==> src/rtl/shake_pkg.sv <==
// Shared SHAKE definitions: block geometry, mode codes, packer FSM states and block metadata.
package shake_pkg;
    localparam int SHAKE_BLK_W         = 1024;
    localparam int SHAKE_IN_W          = 64;
    localparam int SHAKE_WORDS_PER_BLK = SHAKE_BLK_W / SHAKE_IN_W;

    localparam logic SHAKE_MODE_128 = 1'b0;
    localparam logic SHAKE_MODE_256 = 1'b1;

    localparam logic [0:0] PK_FILL = 1'b0;
    localparam logic [0:0] PK_SEND = 1'b1;

    typedef struct packed {
        logic [6:0] byte_len;
        logic       last;
    } shake_meta_t;

    // Non-last words are always full; a last word with an out-of-range count degrades to full.
    function automatic logic [3:0] shake_eff_bytes(input logic [3:0] nbytes, input logic last);
        if (last && nbytes != 4'd0 && nbytes <= 4'd8)
            return nbytes;
        return 4'd8;
    endfunction
endpackage

==> src/rtl/shake_word_mask.sv <==
// Byte-enable masking of one message word (optional byte swap under SHAKE_PACK_BSWAP_EN).
// Latency: combinational. Backpressure: none, pure function of its inputs.
module shake_word_mask
    import shake_pkg::*;
(
    input  logic [SHAKE_IN_W-1:0] data,
    input  logic [3:0]            nbytes,
    input  logic                  last,
    output logic [SHAKE_IN_W-1:0] word,
    output logic [3:0]            eff_bytes
);
    logic [SHAKE_IN_W-1:0] ordered;

    always_comb begin
        eff_bytes = shake_eff_bytes(nbytes, last);
        ordered   = data;
`ifdef SHAKE_PACK_BSWAP_EN
        // Big-endian stream: the first message byte arrives in the top byte lane.
        for (int j = 0; j < 8; j++)
            ordered[8*j +: 8] = data[8*(7-j) +: 8];
`endif
        word = '0;
        for (int j = 0; j < 8; j++)
            if (4'(j) < eff_bytes)
                word[8*j +: 8] = ordered[8*j +: 8];
    end
endmodule

==> src/rtl/shake_msg_packer.sv <==
// Packs 64-bit message words little-endian into 1024-bit sponge blocks (SHAKE_PACK_BSWAP_EN: big-endian words).
// Latency: up to 16 fill cycles + 1 present cycle, then held until i_ack.
// Backpressure: s_ready is high only while filling; a presented block stalls the input until acked.
module shake_msg_packer
    import shake_pkg::*;
(
    input  logic                   clk,
    input  logic                   rst,
    input  logic [SHAKE_IN_W-1:0]  s_data,
    input  logic [3:0]             s_bytes,
    input  logic                   s_last,
    input  logic                   s_mode,
    input  logic                   s_valid,
    output logic                   s_ready,
    output logic [SHAKE_BLK_W-1:0] o_din,
    output logic [6:0]             o_byte_len,
    output logic                   o_last,
    output logic                   o_mode,
    output logic                   o_valid,
    input  logic                   i_ack,
    output logic                   busy
);
    logic [0:0]             state;
    logic [3:0]             wcnt;
    logic [SHAKE_BLK_W-1:0] buffer;
    logic                   pend_empty;
    logic                   first_blk;
    logic                   mode_q;
    logic                   hold_q;
    shake_meta_t            blk_meta;

    logic [SHAKE_IN_W-1:0]  word_m;
    logic [3:0]             eff_bytes;
    logic [7:0]             tot;
    logic                   accept;

    shake_word_mask u_mask (
        .data      (s_data),
        .nbytes    (s_bytes),
        .last      (s_last),
        .word      (word_m),
        .eff_bytes (eff_bytes)
    );

    assign s_ready = (state == PK_FILL);
    assign accept  = s_valid && s_ready;
    assign tot     = {1'b0, wcnt, 3'b000} + {4'b0000, eff_bytes};

    always_ff @(posedge clk or negedge rst) begin
        if (!rst) begin
            state      <= PK_FILL;
            wcnt       <= '0;
            buffer     <= '0;
            pend_empty <= 1'b0;
            first_blk  <= 1'b1;
            mode_q     <= SHAKE_MODE_128;
            hold_q     <= 1'b0;
            blk_meta   <= '0;
            busy       <= 1'b0;
            o_valid    <= 1'b0;
            o_din      <= '0;
            o_byte_len <= '0;
            o_last     <= 1'b0;
            o_mode     <= 1'b0;
        end else begin
            // The sponge samples last one cycle after ack, so it is dropped a cycle late.
            if (hold_q) begin
                hold_q     <= 1'b0;
                o_last     <= 1'b0;
                o_byte_len <= '0;
            end
            case (state)
                PK_FILL: begin
                    if (accept) begin
                        buffer[{wcnt, 6'd0} +: SHAKE_IN_W] <= word_m;
                        wcnt <= wcnt + 4'd1;
                        busy <= 1'b1;
                        if (first_blk && wcnt == 4'd0) begin
                            mode_q    <= s_mode;
                            first_blk <= 1'b0;
                        end
                        if (s_last) begin
                            state <= PK_SEND;
                            if (tot == 8'd128) begin
                                // Exactly full: the terminating block must be a separate empty one.
                                blk_meta   <= '{byte_len: 7'd0, last: 1'b0};
                                pend_empty <= 1'b1;
                            end else begin
                                blk_meta <= '{byte_len: tot[6:0], last: 1'b1};
                            end
                        end else if (wcnt == 4'(SHAKE_WORDS_PER_BLK - 1)) begin
                            state    <= PK_SEND;
                            blk_meta <= '{byte_len: 7'd0, last: 1'b0};
                        end
                    end
                end
                default: begin
                    if (!o_valid) begin
                        o_valid    <= 1'b1;
                        o_din      <= buffer;
                        o_byte_len <= blk_meta.byte_len;
                        o_last     <= blk_meta.last;
                        o_mode     <= mode_q;
                    end else if (i_ack) begin
                        o_valid <= 1'b0;
                        buffer  <= '0;
                        wcnt    <= '0;
                        hold_q  <= 1'b1;
                        if (pend_empty) begin
                            pend_empty <= 1'b0;
                            blk_meta   <= '{byte_len: 7'd0, last: 1'b1};
                        end else begin
                            state <= PK_FILL;
                            if (blk_meta.last) begin
                                busy      <= 1'b0;
                                first_blk <= 1'b1;
                            end
                        end
                    end
                end
            endcase
        end
    end

    bytes_in_range: assert property (@(posedge clk) disable iff (!rst)
        (s_valid && s_ready && s_last) |-> (s_bytes != 4'd0 && s_bytes <= 4'd8));
endmodule

==> config.mk <==
export PLATFORM = sky130hd
export DESIGN_NAME = shake_msg_packer
export DESIGN_NICKNAME = d
export VERILOG_FILES = /design/src/rtl/shake_pkg.sv /design/src/rtl/shake_word_mask.sv /design/src/rtl/shake_msg_packer.sv
export SDC_FILE = /design/constraint.sdc
export NUM_CORES = 2
export LEC_CHECK = 0
export ABC_AREA = 1
export ABC_CLOCK_PERIOD_IN_PS = 3800
export CELL_PAD_IN_SITES_DETAIL_PLACEMENT = 0
export CELL_PAD_IN_SITES_GLOBAL_PLACEMENT = 1
export CORE_MARGIN = 8
export CORE_UTILIZATION = 43
export DETAILED_ROUTE_END_ITERATION = 7
export GPL_ROUTABILITY_DRIVEN = 0
export GPL_TIMING_DRIVEN = 0
export PLACE_DENSITY_LB_ADDON = 0.1
export SLEW_MARGIN = 5
export SYNTH_ARGS = -nofsm -noshare
export SYNTH_HDL_FRONTEND = slang
export SYNTH_SLANG_ARGS = --single-unit
==> constraint.sdc <==
create_clock -name clk -period 3.8 [get_ports clk]
set_clock_uncertainty 0.05 [all_clocks]
set_input_delay 0.76 -clock clk [delete_from_list [all_inputs] [get_ports clk]]
set_output_delay 0.76 -clock clk [all_outputs]
set_load 0.05 [all_outputs]
## After elaboration in Yosys (flattened, before gate mapping)

Index checks and enable logic that the tools add are counted.

- Input port bits: 74
- Logic and storage cells: 121
- Output and inout bits: 1036
- Bits in registers: 2076

- Reduce and logical (&&, ||, !) cells: 18
- $add $sub $neg: 3
- Order comparisons: 9
- Shifts and indexed selects: 2
- Mux-type cells: 65
- Equal/unequal tests: 7
- Bitwise gates (word level): 2

Operator list:

| cell | count |
|---|---|
| $mux W1024 | 4 |
| $bwmux W1024 | 1 |
| $shift A64 B12 Y1024 const A | 1 |
| $shiftx A64 B12 Y1024 | 1 |
| $mux W8 | 16 |
| $mux W1 | 35 |
| $mux W4 | 6 |
| $mux W7 | 3 |
| $lt A3 B4 Y1 const A | 4 |
| $reduce_and A5 Y1 | 3 |
| $neg A10 Y12 | 1 |
| $add A7 B4 Y8 | 1 |
| $eq A8 B8 Y1 const B | 1 |
| $lt A1 B4 Y1 const A | 2 |
| $lt A2 B4 Y1 const A | 2 |
| $reduce_bool A2 Y1 | 4 |
| $ne A2 B2 Y1 const B | 3 |
| $reduce_and A3 Y1 | 2 |
| $reduce_and A6 Y1 | 1 |
| $add A4 B1 Y4 const B | 1 |
| $eq A4 B4 Y1 const B | 1 |
| $le A4 B4 Y1 const B | 1 |
| $logic_and A1 B1 Y1 | 4 |
| $logic_not A4 Y1 | 1 |
| 5 further kinds | 7 |

## Longest topological paths before layout

- Depth after elaboration: 11
- Gate-level depth with buffers: 15
- Mapped depth without buffers: 11

## Modules after synthesis

Synthesis repeated with hierarchy kept, for this count alone.

- Cells, all modules: 7744
- Area total of the unflattened synthesis: 81943.6 um^2

By module, submodules not included:

| module | instances | sequential area each (um^2) | area an instance (um^2) | cells each |
|---|---|---|---|---|
| shake_msg_packer | 1 | 51951.1 | 81355.5 | 7597 |
| shake_word_mask | 1 | 0.0 | 588.1 | 147 |

## Worst setup path before layout

Ideal clock, no wire load.

- Path kind: flip-flop to flip-flop
- Start point: register wcnt[0]
- End point: register buffer[215]
- Stages on the path, launching flop included: 12
- Buffers on the path: 6
- Setup time: 0.083 ns
- Required time: 3.667 ns
- Setup slack: 1.050 ns
- Clock period less this slack: 2.750 ns
- Arrival time: 2.617 ns
- Cells stage by stage: dfrtp_1 > buf_2 > inv_2 > clkbuf_1 > buf_1 > ha_1 > clkbuf_1 > inv_2 > clkbuf_1 > clkbuf_1 > nand4_1 > o22ai_1

- Longest elaborated chain between the ends: 5
- Elaborated cells on any way between the ends: 6
- Those cells by class: 1 x add/sub; 2 x shift; 3 x mux

Ends and longest elaborated chain:

| what | line | text |
|---|---|---|
| start: declaration | shake_msg_packer.sv:24 | `logic [3:0] wcnt;` |
| start signal: assignment | shake_msg_packer.sv:76 | `wcnt <= wcnt + 4'd1;` |
| $neg A10 Y12 * | shake_msg_packer.sv:75 | `buffer[{wcnt, 6'd0} +: SHAKE_IN_W] <= word_m;` |
| $shiftx A64 B12 Y1024 / $shift A64 B12 Y1024 (equally long branches) | shake_msg_packer.sv:75 |  |
| $bwmux W1024 * | shake_msg_packer.sv:75 |  |
| $mux W1024 * | shake_msg_packer.sv:74 | `if (accept) begin` |
| $mux W1024 * | shake_msg_packer.sv:72 | `case (state)` |
| end signal: indexed assignment | shake_msg_packer.sv:75 |  |
| end: declaration | shake_msg_packer.sv:25 | `logic [SHAKE_BLK_W-1:0] buffer;` |

Every way passes the cells marked *; elsewhere a longest branch is shown, timed or not. The select of a mux whose other input is x is not followed.
A chain may end at the register's enable or synchronous reset.

## Worst setup path in the final report

- Start point: register wcnt[0]
- End point: register buffer[491]

Same word-level chain as after synthesis.

==> results.yml <==
outcome:
  status: "finished with violations"
  violations: "negative hold slack"
cells_and_area:
  final_nets: 8638
  fillerInstances: 15900
  drive_gt1_share_pct: 9.93
  area_growth_pct: 28.4
cts:
  cts_tree: "built"
  htree_num_levels: 4
  post_cts_buffers: 0
  cts_buffers: 213
  clk_pin_slew_ps: 60
  cts_buffer_depth: 3
  cts.sinks: 2076
  clk-insertion-delay-late_ps: 870
  root_buffer: "clkbuf_16"
synth:
  ys_seq_area_share_pct: 67.5
  yosysWarnings: 0
  synth_common_cells: "2075 x dfrtp_1, 1283 x nand2_1, 949 x o21ai_0"
  synthFlopType: "dfrtp_1"
  synth_fp_nets: 7298
  synth_edf_count: 0
  syn_avg_cell_area_sq_um: 10.7
  synthDistinctLibCells: 39
  ys_seq_elements: 2076
  synthCells: 7218
  yosys.area.top_type: "dfrtp_1"
  yosysMostFrequentCell: "dfrtp_1"
  synthTopCellsByArea: "dfrtp_1 67%, o22ai_1 6.5%, nand2_1 6.3%"
  syn_area_sq_mm: 0.0770
  async_flop_share_pct: 100
  netlist.area_leader.share_pct: 67.4
pwr:
  clockPowerShare_pct: 22.1
  p_leak_nw: 44.9
  seq_power_share_pct: 33.5
  p_per_area_mw_per_mm2: 980
  p_int_mw: 52.4
  p_sw_share_pct: 45.9
  net-switching-power_mw: 44.5
  peakVddDrop_v: 0.000479
  comb_power_share_pct: 44.4
setup_path:
  path_cells: "clkbuf_4 -> inv_2 -> clkbuf_4 -> ha_2 -> xnor2_4 -> inv_4 -> buf_2 -> buf_1 -> nand2_1 -> o22ai_1"
  critPathBufInv: 6
  end_kind: "register"
  setup.worst_path.start: "wcnt[0]$_DFFE_PN0P_"
  cp.required_ps: 4510
  crit_family: "buffers and inverters"
  crit_arrival_ps: 4420
  worstSetupEndpoint: "buffer[491]$_DFFE_PN0P_"
  worstRegToRegCells: 10
  r2r-end: "buffer[491]$_DFFE_PN0P_"
  cpMaxStageDelayCell: "buf_1"
  crit_path_max_incr_delay_ps: 690
  crit_cells: 10
  cp_max_fo: 13
  path_class: "reg2reg"
  rrSetupSlack_ps: 90
  worst_setup_path_start_kind: "register"
  r2r_start: "wcnt[0]$_DFFE_PN0P_"
  crit_top_cell: "clkbuf_4"
sta:
  max-slew-margin-rel_pct: 15.0
  setup_viol: 0
  worst_pin_slew_ps: 1270
  drv_slew: 0
  hold_violations: 150
  rsz0062_at_grt: "false"
  period_needed_ps: 3710
  fin_setup_tns_ps: 0
  fin_worst_hold_slack_ps: -163
  fin_crit_sh_pct: 97.5
  fmax_mhz: 270
grt:
  grt_overflow: 0
  grtUsageTotal_pct: 34.1
  antenna_found_initial: 31
  grt_pass1_wl_microns: 467000
  grt_pass1_vias: 60700
  grt_max_degree: 178
route:
  vias: 61500
  wl_microns: 336000
  drc: 0
  wl_per_cell_microns: 30.3
  dr.first_iter.drc_count: 6191
  viasPerCell: 5.54
  drt_pass1_iterations: 6
  ant_nets: 0
min_path:
  hold_path_class: "in2async"
die:
  dieArea_sq_mm: 0.193
  fp.dieH_microns: 439
  coreArea_sq_mm: 0.178
  rows: 155
  start_util_pct: 43.2
  die_w_microns: 439
  io_pins: 1110
placed_design:
  portBuffers: 1108
  place_hpwl_microns: 251000
run:
  drv.max_cap_violation_count: 0
worst min-delay path by stage:
stage | from | slack [ps] | end | cells past startpoint
after floorplan | buffer[328]$_DFFE_PN0P_ | 400 | buffer[328]$_DFFE_PN0P_ | 2
after global placement | buffer[371]$_DFFE_PN0P_ | 410 | buffer[371]$_DFFE_PN0P_ | 2
after detailed placement | buffer[457]$_DFFE_PN0P_ | 410 | buffer[457]$_DFFE_PN0P_ | 2
after CTS | rst | -140 | o_din[955]$_DFFE_PN0P_ | 1
after global routing | rst | -110 | o_din[955]$_DFFE_PN0P_ | 1
final | rst | -160 | o_din[955]$_DFFE_PN0P_ | 1
worst reg2reg max path, stage by stage, from the launching register on:
cell and delay [ps]:
dfrtp_1 460, clkbuf_4 270, inv_2 300, clkbuf_4 390, ha_2 300, xnor2_4 150
inv_4 190, buf_2 390, buf_1 690, nand2_1 250, o22ai_1 170
layout by cell type (no fill, tap or decap), drive strengths merged:
| cell type | n |
|---|---|
| a31oi | 1 |
| inv | 965 |
| and2 | 1 |
| diode | 15 |
| or2 | 1 |
| o32ai | 1 |
| nand2 | 1299 |
| o22ai | 801 |
| nor2 | 72 |
| dfstp | 1 |
| clkinv | 54 |
| nand3 | 206 |
| o21ai | 978 |
| buf | 254 |
| nor3 | 69 |
| clkdlybuf4s50 | 1107 |
| o2111ai | 1 |
| o211ai | 1 |
| dfrtp | 2075 |
| xor2 | 1 |
| nand4 | 46 |
| o21a | 1 |
| clkbuf | 581 |
| xnor2 | 1 |
| a21oi | 11 |
| ha | 6 |
| bufinv | 10 |
| o31ai | 1 |
| mux2 | 192 |
per-layer routing:
metal  routed length, microns  track usage, %  share of wire (%)  vias up
li1                         -               -                  -    26600
met1                   132000            43.2                 39    31600
met2                   148000            51.2                 44     2627
met3                    29000            9.93                8.6      683
met4                    27200            22.2                8.1       10
met5                       69               0              0.021        -
state kept, by name, indices dropped and copies added, names as in the netlist:
signal	count
busy	1
pend_empty	1
o_valid	1
o_byte_len	7
o_din	1024
wcnt	4
hold_q	1
state	1
buffer	1024
first_blk	1
mode_q	1
o_last	1
blk_meta	8
o_mode	1
cell type report:
class	count	area, sq um	area share (%)
antenna	15	37.5	0.0380
buffer	488	2210	2.24
clock buffer	327	6390	6.46
clock inverter	67	736	0.744
inverter	962	3610	3.66
multi-input combinational	3690	19300	19.6
sequential	2076	52000	52.6
tap	2355	2950	2.98
timing repair buffer	1127	11600	11.8
cells by family (layout without fill, tap and decap cells):
group	after synthesis	in the layout	share of synthesized area, %
AND/OR/NAND/NOR	1694	1694	9.01
buffers and inverters	1452	2971	7.53
AO/OA/AOI/OAI	1796	1796	13.0
multiplexers	192	192	2.81
flip-flops	2076	2076	67.5
adder cells (fa/ha/maj)	6	6	0.0975
XOR/XNOR	2	2	0.0471
other	0	15	0
stage by stage:
step	instance area [sq um]	util, %	total power, mW	cells	setup WS [ps]
finish	98800	55.5	96.8	11100	93.3
floorplan	77000	-	56.3	7218	1050
detailed placement	91600	51.4	75.3	10700	-1400
global placement	91000	51.1	75.1	10700	-92140
CTS	98800	55.4	96.8	11100	6.68
global route	98800	55.4	100	11100	18.9
repair_timing:
| item | 4_1_cts | 5_1_grt |
|---|---|---|
| pin swaps | 0 | 0 |
| gates resized for setup | 23 | 4 |
| gates cloned | 0 | 0 |
| endpoints found under the hold margin | 150 | 119 |
| setup endpoints to repair | 1025 | 372 |
power by group through the flow:
stage / sequential (mW) / combinational, mW / clock, mW
2_1_floorplan: 45.0 / 11.3 / 0
3_3_place_gp: 33.2 / 41.9 / 0
3_5_place_dp: 32.7 / 42.6 / 0
4_1_cts: 32.4 / 42.7 / 21.6
5_1_grt: 33.1 / 44.7 / 22.4
6_report: 32.5 / 43.0 / 21.4
Note: power is estimated with default switching activity, not from simulation.
